**src/rtl/aes_cbc_stream_arbiter.sv**
```systemverilog
// aes_cbc_stream_arbiter: shares one aes256_cbc_iter core between
// NUM_CHANNELS AXI-Stream requesters, granting one whole packet at a time.
// Ports:
//   Clk, Rst               clock, synchronous active-high reset
//   S_axis_*  (per chan)   requester input streams (data at [i*128 +: 128])
//   M_axis_*               per-channel valid/ready, shared data/keep/last
//   Core_s_axis_*          beats forwarded to the core's input stream
//   Core_m_axis_*          core output stream, routed to the granted channel
//   Busy, Grant_id         arbiter status (Grant_id is 0 while idle)
module aes_cbc_stream_arbiter #(
    parameter  int NUM_CHANNELS = 4,
    localparam int CH_WIDTH     = $clog2(NUM_CHANNELS)
) (
    input  logic                      Clk,
    input  logic                      Rst,
    input  logic [NUM_CHANNELS-1:0]   S_axis_tvalid,
    output logic [NUM_CHANNELS-1:0]   S_axis_tready,
    input  logic [NUM_CHANNELS*128-1:0] S_axis_tdata,
    input  logic [NUM_CHANNELS*16-1:0]  S_axis_tkeep,
    input  logic [NUM_CHANNELS-1:0]   S_axis_tlast,
    input  logic [NUM_CHANNELS-1:0]   S_axis_tuser,
    output logic [NUM_CHANNELS-1:0]   M_axis_tvalid,
    input  logic [NUM_CHANNELS-1:0]   M_axis_tready,
    output logic [127:0]              M_axis_tdata,
    output logic [15:0]               M_axis_tkeep,
    output logic                      M_axis_tlast,
    output logic                      Core_s_axis_tvalid,
    input  logic                      Core_s_axis_tready,
    output logic [127:0]              Core_s_axis_tdata,
    output logic [15:0]               Core_s_axis_tkeep,
    output logic                      Core_s_axis_tlast,
    output logic                      Core_s_axis_tuser,
    input  logic                      Core_m_axis_tvalid,
    output logic                      Core_m_axis_tready,
    input  logic [127:0]              Core_m_axis_tdata,
    input  logic [15:0]               Core_m_axis_tkeep,
    input  logic                      Core_m_axis_tlast,
    output logic                      Busy,
    output logic [CH_WIDTH-1:0]       Grant_id
);

    typedef enum logic [2:0] {
        ST_IDLE    = 3'b001,
        ST_FORWARD = 3'b010,
        ST_DRAIN   = 3'b100
    } state_t;

    state_t              state, state_nx;
    logic [CH_WIDTH-1:0] rr_ptr, rr_ptr_nx;
    logic [CH_WIDTH-1:0] grant, grant_nx;
    logic [CH_WIDTH-1:0] pick;
    logic [1:0]          beat_cnt, beat_cnt_nx;
    logic                any_req;
    logic                in_hs;
    logic                out_end;

    // Round-robin search: walk downward so the lowest offset from rr_ptr wins.
    always_comb begin
        pick    = '0;
        any_req = 1'b0;
        for (int k = NUM_CHANNELS - 1; k >= 0; k--) begin
            if (S_axis_tvalid[(int'(rr_ptr) + k) % NUM_CHANNELS]) begin
                pick    = CH_WIDTH'((int'(rr_ptr) + k) % NUM_CHANNELS);
                any_req = 1'b1;
            end
        end
    end

    // Datapath muxing between the granted channel and the core.
    always_comb begin
        S_axis_tready      = '0;
        M_axis_tvalid      = '0;
        M_axis_tdata       = '0;
        M_axis_tkeep       = '0;
        M_axis_tlast       = 1'b0;
        Core_s_axis_tvalid = 1'b0;
        Core_s_axis_tdata  = '0;
        Core_s_axis_tkeep  = '0;
        Core_s_axis_tlast  = 1'b0;
        Core_s_axis_tuser  = 1'b0;
        Core_m_axis_tready = 1'b0;
        if (state == ST_FORWARD) begin
            Core_s_axis_tvalid   = S_axis_tvalid[grant];
            Core_s_axis_tdata    = S_axis_tdata[int'(grant)*128 +: 128];
            Core_s_axis_tkeep    = S_axis_tkeep[int'(grant)*16 +: 16];
            // Key and IV beats never carry tlast toward the core.
            Core_s_axis_tlast    = S_axis_tlast[grant] && (beat_cnt == 2'd3);
            Core_s_axis_tuser    = S_axis_tuser[grant];
            S_axis_tready[grant] = Core_s_axis_tready;
        end
        if (state != ST_IDLE) begin
            M_axis_tvalid[grant] = Core_m_axis_tvalid;
            Core_m_axis_tready   = M_axis_tready[grant];
            if (Core_m_axis_tvalid) begin
                M_axis_tdata = Core_m_axis_tdata;
                M_axis_tkeep = Core_m_axis_tkeep;
                M_axis_tlast = Core_m_axis_tlast;
            end
        end
    end

    assign in_hs   = (state == ST_FORWARD) && S_axis_tvalid[grant]
                     && Core_s_axis_tready;
    assign out_end = (state == ST_DRAIN) && Core_m_axis_tvalid
                     && M_axis_tready[grant] && Core_m_axis_tlast;

    always_comb begin
        state_nx    = state;
        rr_ptr_nx   = rr_ptr;
        grant_nx    = grant;
        beat_cnt_nx = beat_cnt;
        unique case (state)
            ST_IDLE: begin
                if (any_req) begin
                    grant_nx = pick;
                    state_nx = ST_FORWARD;
                end
            end
            ST_FORWARD: begin
                if (in_hs) begin
                    if (beat_cnt != 2'd3) begin
                        beat_cnt_nx = beat_cnt + 2'd1;
                    end else if (S_axis_tlast[grant]) begin
                        state_nx = ST_DRAIN;
                    end
                end
            end
            ST_DRAIN: begin
                if (out_end) begin
                    rr_ptr_nx   = (grant == CH_WIDTH'(NUM_CHANNELS - 1))
                                  ? '0 : grant + 1'b1;
                    grant_nx    = '0;
                    beat_cnt_nx = 2'd0;
                    state_nx    = ST_IDLE;
                end
            end
            default: begin
                state_nx = ST_IDLE;
            end
        endcase
    end

    always_ff @(posedge Clk) begin
        if (Rst) begin
            state    <= ST_IDLE;
            rr_ptr   <= '0;
            grant    <= '0;
            beat_cnt <= 2'd0;
        end else begin
            state    <= state_nx;
            rr_ptr   <= rr_ptr_nx;
            grant    <= grant_nx;
            beat_cnt <= beat_cnt_nx;
        end
    end

    assign Busy     = (state != ST_IDLE);
    assign Grant_id = grant;

endmodule
```
**config.mk**
```make
export PLATFORM = sky130hd
export DESIGN_NAME = aes_cbc_stream_arbiter
export DESIGN_NICKNAME = d
export VERILOG_FILES = /design/src/rtl/aes_cbc_stream_arbiter.sv
export SDC_FILE = /design/constraint.sdc
export NUM_CORES = 1
export LEC_CHECK = 0
export CAP_MARGIN = 15
export CORE_AREA = 2 2 406 408
export DETAILED_ROUTE_END_ITERATION = 12
export DIE_AREA = 0 0 408 410
export GPL_TIMING_DRIVEN = 1
export PLACE_DENSITY = 0.3
export SETUP_SLACK_MARGIN = 0.1
export SKIP_CTS_REPAIR_TIMING = 1
export SLEW_MARGIN = 40
export SYNTH_ARGS = -nofsm -noshare
export SYNTH_HDL_FRONTEND = slang
export SYNTH_SLANG_ARGS = --single-unit
```
**constraint.sdc**
```tcl
create_clock -name Clk -period 3 [get_ports Clk]
set_clock_uncertainty 0.15 [all_clocks]
set_input_delay 0.6 -clock Clk [delete_from_list [all_inputs] [get_ports Clk]]
set_output_delay 0.6 -clock Clk [all_outputs]
set_load 0.05 [all_outputs]
```
==> results list <==
- The run finished with clean final reports.
- For this design the ratio of total power to cell area is between 300 and 400 mW/mm².
* Shortest period the worst path allows: about 2.9 ns
- Cell count after synthesis: between 600 and 700
- The internal power of the cells totals slightly below 4 mW.
- Dividing the synthesized area by the synthesized cell count gives 10.2 µm².
- Leaving out fill and tap cells, the most frequent cells in the layout are sky130_fd_sc_hd__clkdlybuf4s50_1, sky130_fd_sc_hd__buf_12, sky130_fd_sc_hd__and3_1.
- The die is a little over 400 µm tall.
* Pin count of the biggest net entering global routing: 86
- Net load switching power: 4.23 mW
- Before antenna repair, the detailed router went through 4 iterations.
- Total detailed-routing wirelength: 116000 µm
- Detailed routing inserted a total of about 11000 vias.
* Worst-path clk slew: roughly 0.040 ns
* Most common library cell in the layout ignoring fill and taps: sky130_fd_sc_hd__clkdlybuf4s50_1
- In the final routed layout, each cell accounts on average for about 30 µm.
* Net count after synthesis: around 1400
* Count of synthesis-stage warnings from yosys: 0
- Setup crit start kind: primary input
- Post-synthesis sequential area ratio: 2.90%
- At the end of routability-driven placement, the weighted congestion stood at slightly above 0.9.
* Worst-path fanout max: 1
* Num Clock Sinks: 9
- Tcrit/Tclk final: approximately 98%
* Vias per inst: roughly 2.8
* Number of synthesized register bits: 9
- Total global routing overflow: 0
- Switch share: between 50 and 60%
- Per report_power, the sequential group accounts for 2.0% of the total.
* Core ar.: 0.163 mm²
* Unique masters post-synth: 38
* CTS tree: yes
- Endpoint required time on the critical path: about 2.3 ns
* Layout cell share with drive strength beyond 1: 32.2%
- For the pin with the worst max-slew slack, the measured transition is approximately 0.54 ns.
- Global-route total usage across every layer: a little over an eighth
- Pin placement for this block handled 1045 I/O pins.
- With fillers left out, the area of the finished cells amounts to 0.0220 mm².
- Number of maximum-capacitance violations: 0
- Deepest clock path buffer count: 2
- In this run the static leakage power is 8.01 nW.
- Layout overhead on the synthesized area: 254%
* Post-DP HPWL: 108000 µm
* Mapped cell area: 0.00621 mm²
- After detailed placement, the total cell area comes to about 0.022 mm².
- Standard-cell row count: 149
- The number of endpoints with negative hold slack in the final report is 0.
- In this run, the number of DRC markers left after iteration 0 of detailed routing was 513.
- Once the floorplan was initialized, standard cells occupied 3.80% of the core.
* Antenna Violating Nets Remaining: 0
- EDFF count, synth: 0
* Worst min-delay path category: flop to flop
- The design draws 8.13 mW.
- Peak clock frequency supported by timing: about 0.34 GHz
- CP endpoint kind: primary output
- Clock latency on the worst-skew pair, taken at its later pin, is between 0.2 and 0.25 ns.
* Horizontal die dimension: 408 µm
* Cts bufs inserted: 3
* Die footprint: around 0.17 mm²
* Worst slew margin relative to its limit: approximately 64%
* Crit path kind: primary input to primary output
- Proportion of power drawn by the clock network: under 10%
- The first global-routing pass estimated 141000 µm of wire.
- Count of final max-slew check failures: 0
* Antenna violations before repair: 106
- Unrepaired setup endpoints after global routing: true
* Arrival time at the worst endpoint: between 2 and 2.5 ns
- Combinational cell fraction of total power: approximately 95%
- Worst vdd rail ir drop: 270 µV
- Final core occ: about 13%
- Vias in the first global route: around 11000
- Share of async-settable or async-resettable flops after synthesis: 0%
- Clock tree root driver cell: sky130_fd_sc_hd__clkbuf_16
* Count of buffers from port buffering: roughly 1000
- DRC: 0
- For this run, the leading register cell type out of synthesis is sky130_fd_sc_hd__dfxtp_1.
- Net total in the final layout: ~2400
* # setup viols final: 0
- H-Tree Level Count: 1
==> registers in the layout (all words and copies together) (netlist names) <==
register,cells
Grant_id,2
state,3
beat_cnt,2
rr_ptr,2
==> cell type report <==
| cell class | count | area (µm²) |
|---|---|---|
| fillers | 18500 | 141000 |
| repair buffers | 1107 | 13300 |
| multi-input cells | 511 | 5640 |
| well taps | 2189 | 2740 |
| flip-flops and latches | 9 | 188 |
| clock buffers | 4 | 78.8 |
| diodes | 10 | 25.0 |
| inverters | 5 | 18.8 |
==> cells by family after synthesis <==
logic type                 synth area share [%]
DFF                                        2.90
AOI/OAI and AO/OA                          2.66
muxes                                      54.1
and+or+nand+nor                            32.8
buffers and inverters                      6.51
adders and majority gates                  1.01
==> per-stage QoR <==
| stage | std cells | worst slack [ns] | TNS (ns) | hold slack [ns] |
|---|---|---|---|---|
| detailed placement | 3804 | -0.105 | -0.105 | 0.348 |
| finish | 3835 | 0.0663 | 0 | 0.355 |
| global placement | 3804 | -0.102 | -0.102 | 0.338 |
| floorplan | 609 | 0.110 | 0 | 0.323 |
| global route | 3830 | 0.0386 | 0 | 0.386 |
| CTS | 3808 | -0.217 | -0.691 | 0.357 |
==> critical path, stage by stage <==
cell                              delay [ns]
sky130_fd_sc_hd__clkdlybuf4s50_1        0.54
sky130_fd_sc_hd__mux4_2                 0.61
sky130_fd_sc_hd__and2_1                 0.25
sky130_fd_sc_hd__buf_12                 0.17
==> power groups by stage <==
stage / clock (mW) / sequential [mW] / combinational [mW]
3_5_place_dp: 0 / 0.160 / 7.76
5_1_grt: 0.255 / 0.161 / 8.04
4_1_cts: 0.244 / 0.158 / 7.77
2_1_floorplan: 0 / 0.164 / 3.35
6_report: 0.242 / 0.159 / 7.72
3_3_place_gp: 0 / 0.160 / 7.78
==> Yosys cell counts (all sizes together), types with 2 or more instances <==
library cell | instances | area (µm²)
a21oi | 6 | 30.0
a32o | 2 | 20.0
and2 | 145 | 907
and3 | 157 | 982
buf | 34 | 198
clkbuf | 50 | 188
dfxtp | 9 | 180
ha | 5 | 62.6
inv | 5 | 18.8
mux2i | 6 | 60.1
mux4 | 146 | 3290
nand2 | 11 | 41.3
nor2 | 6 | 22.5
nor3b | 2 | 20.0
o21ai | 3 | 15.0
o22ai | 3 | 18.8
or3 | 2 | 12.5
==> layer usage <==
layer | part of all wire, % | vias up | GRT usage [%]
li1 | - | 4460 | -
met4 | 2.3 | 84 | 1.79
met1 | 34 | 5236 | 13.3
met3 | 9.8 | 188 | 5.51
met5 | 0.47 | - | 0
met2 | 54 | 670 | 25.5
==> worst paths after layout <==
kind	startpoint	to	slack, ns	depth (start not counted)
setup / recovery	S_axis_tdata[116]	Core_s_axis_tdata[116]	0.07	4
setup reg to reg	Grant_id[1]	state[2]	0.64	8
hold reg to reg	beat_cnt[1]	beat_cnt[1]	0.36	1
hold / removal	beat_cnt[1]	beat_cnt[1]	0.36	1
(Power assumes the default switching activity.)
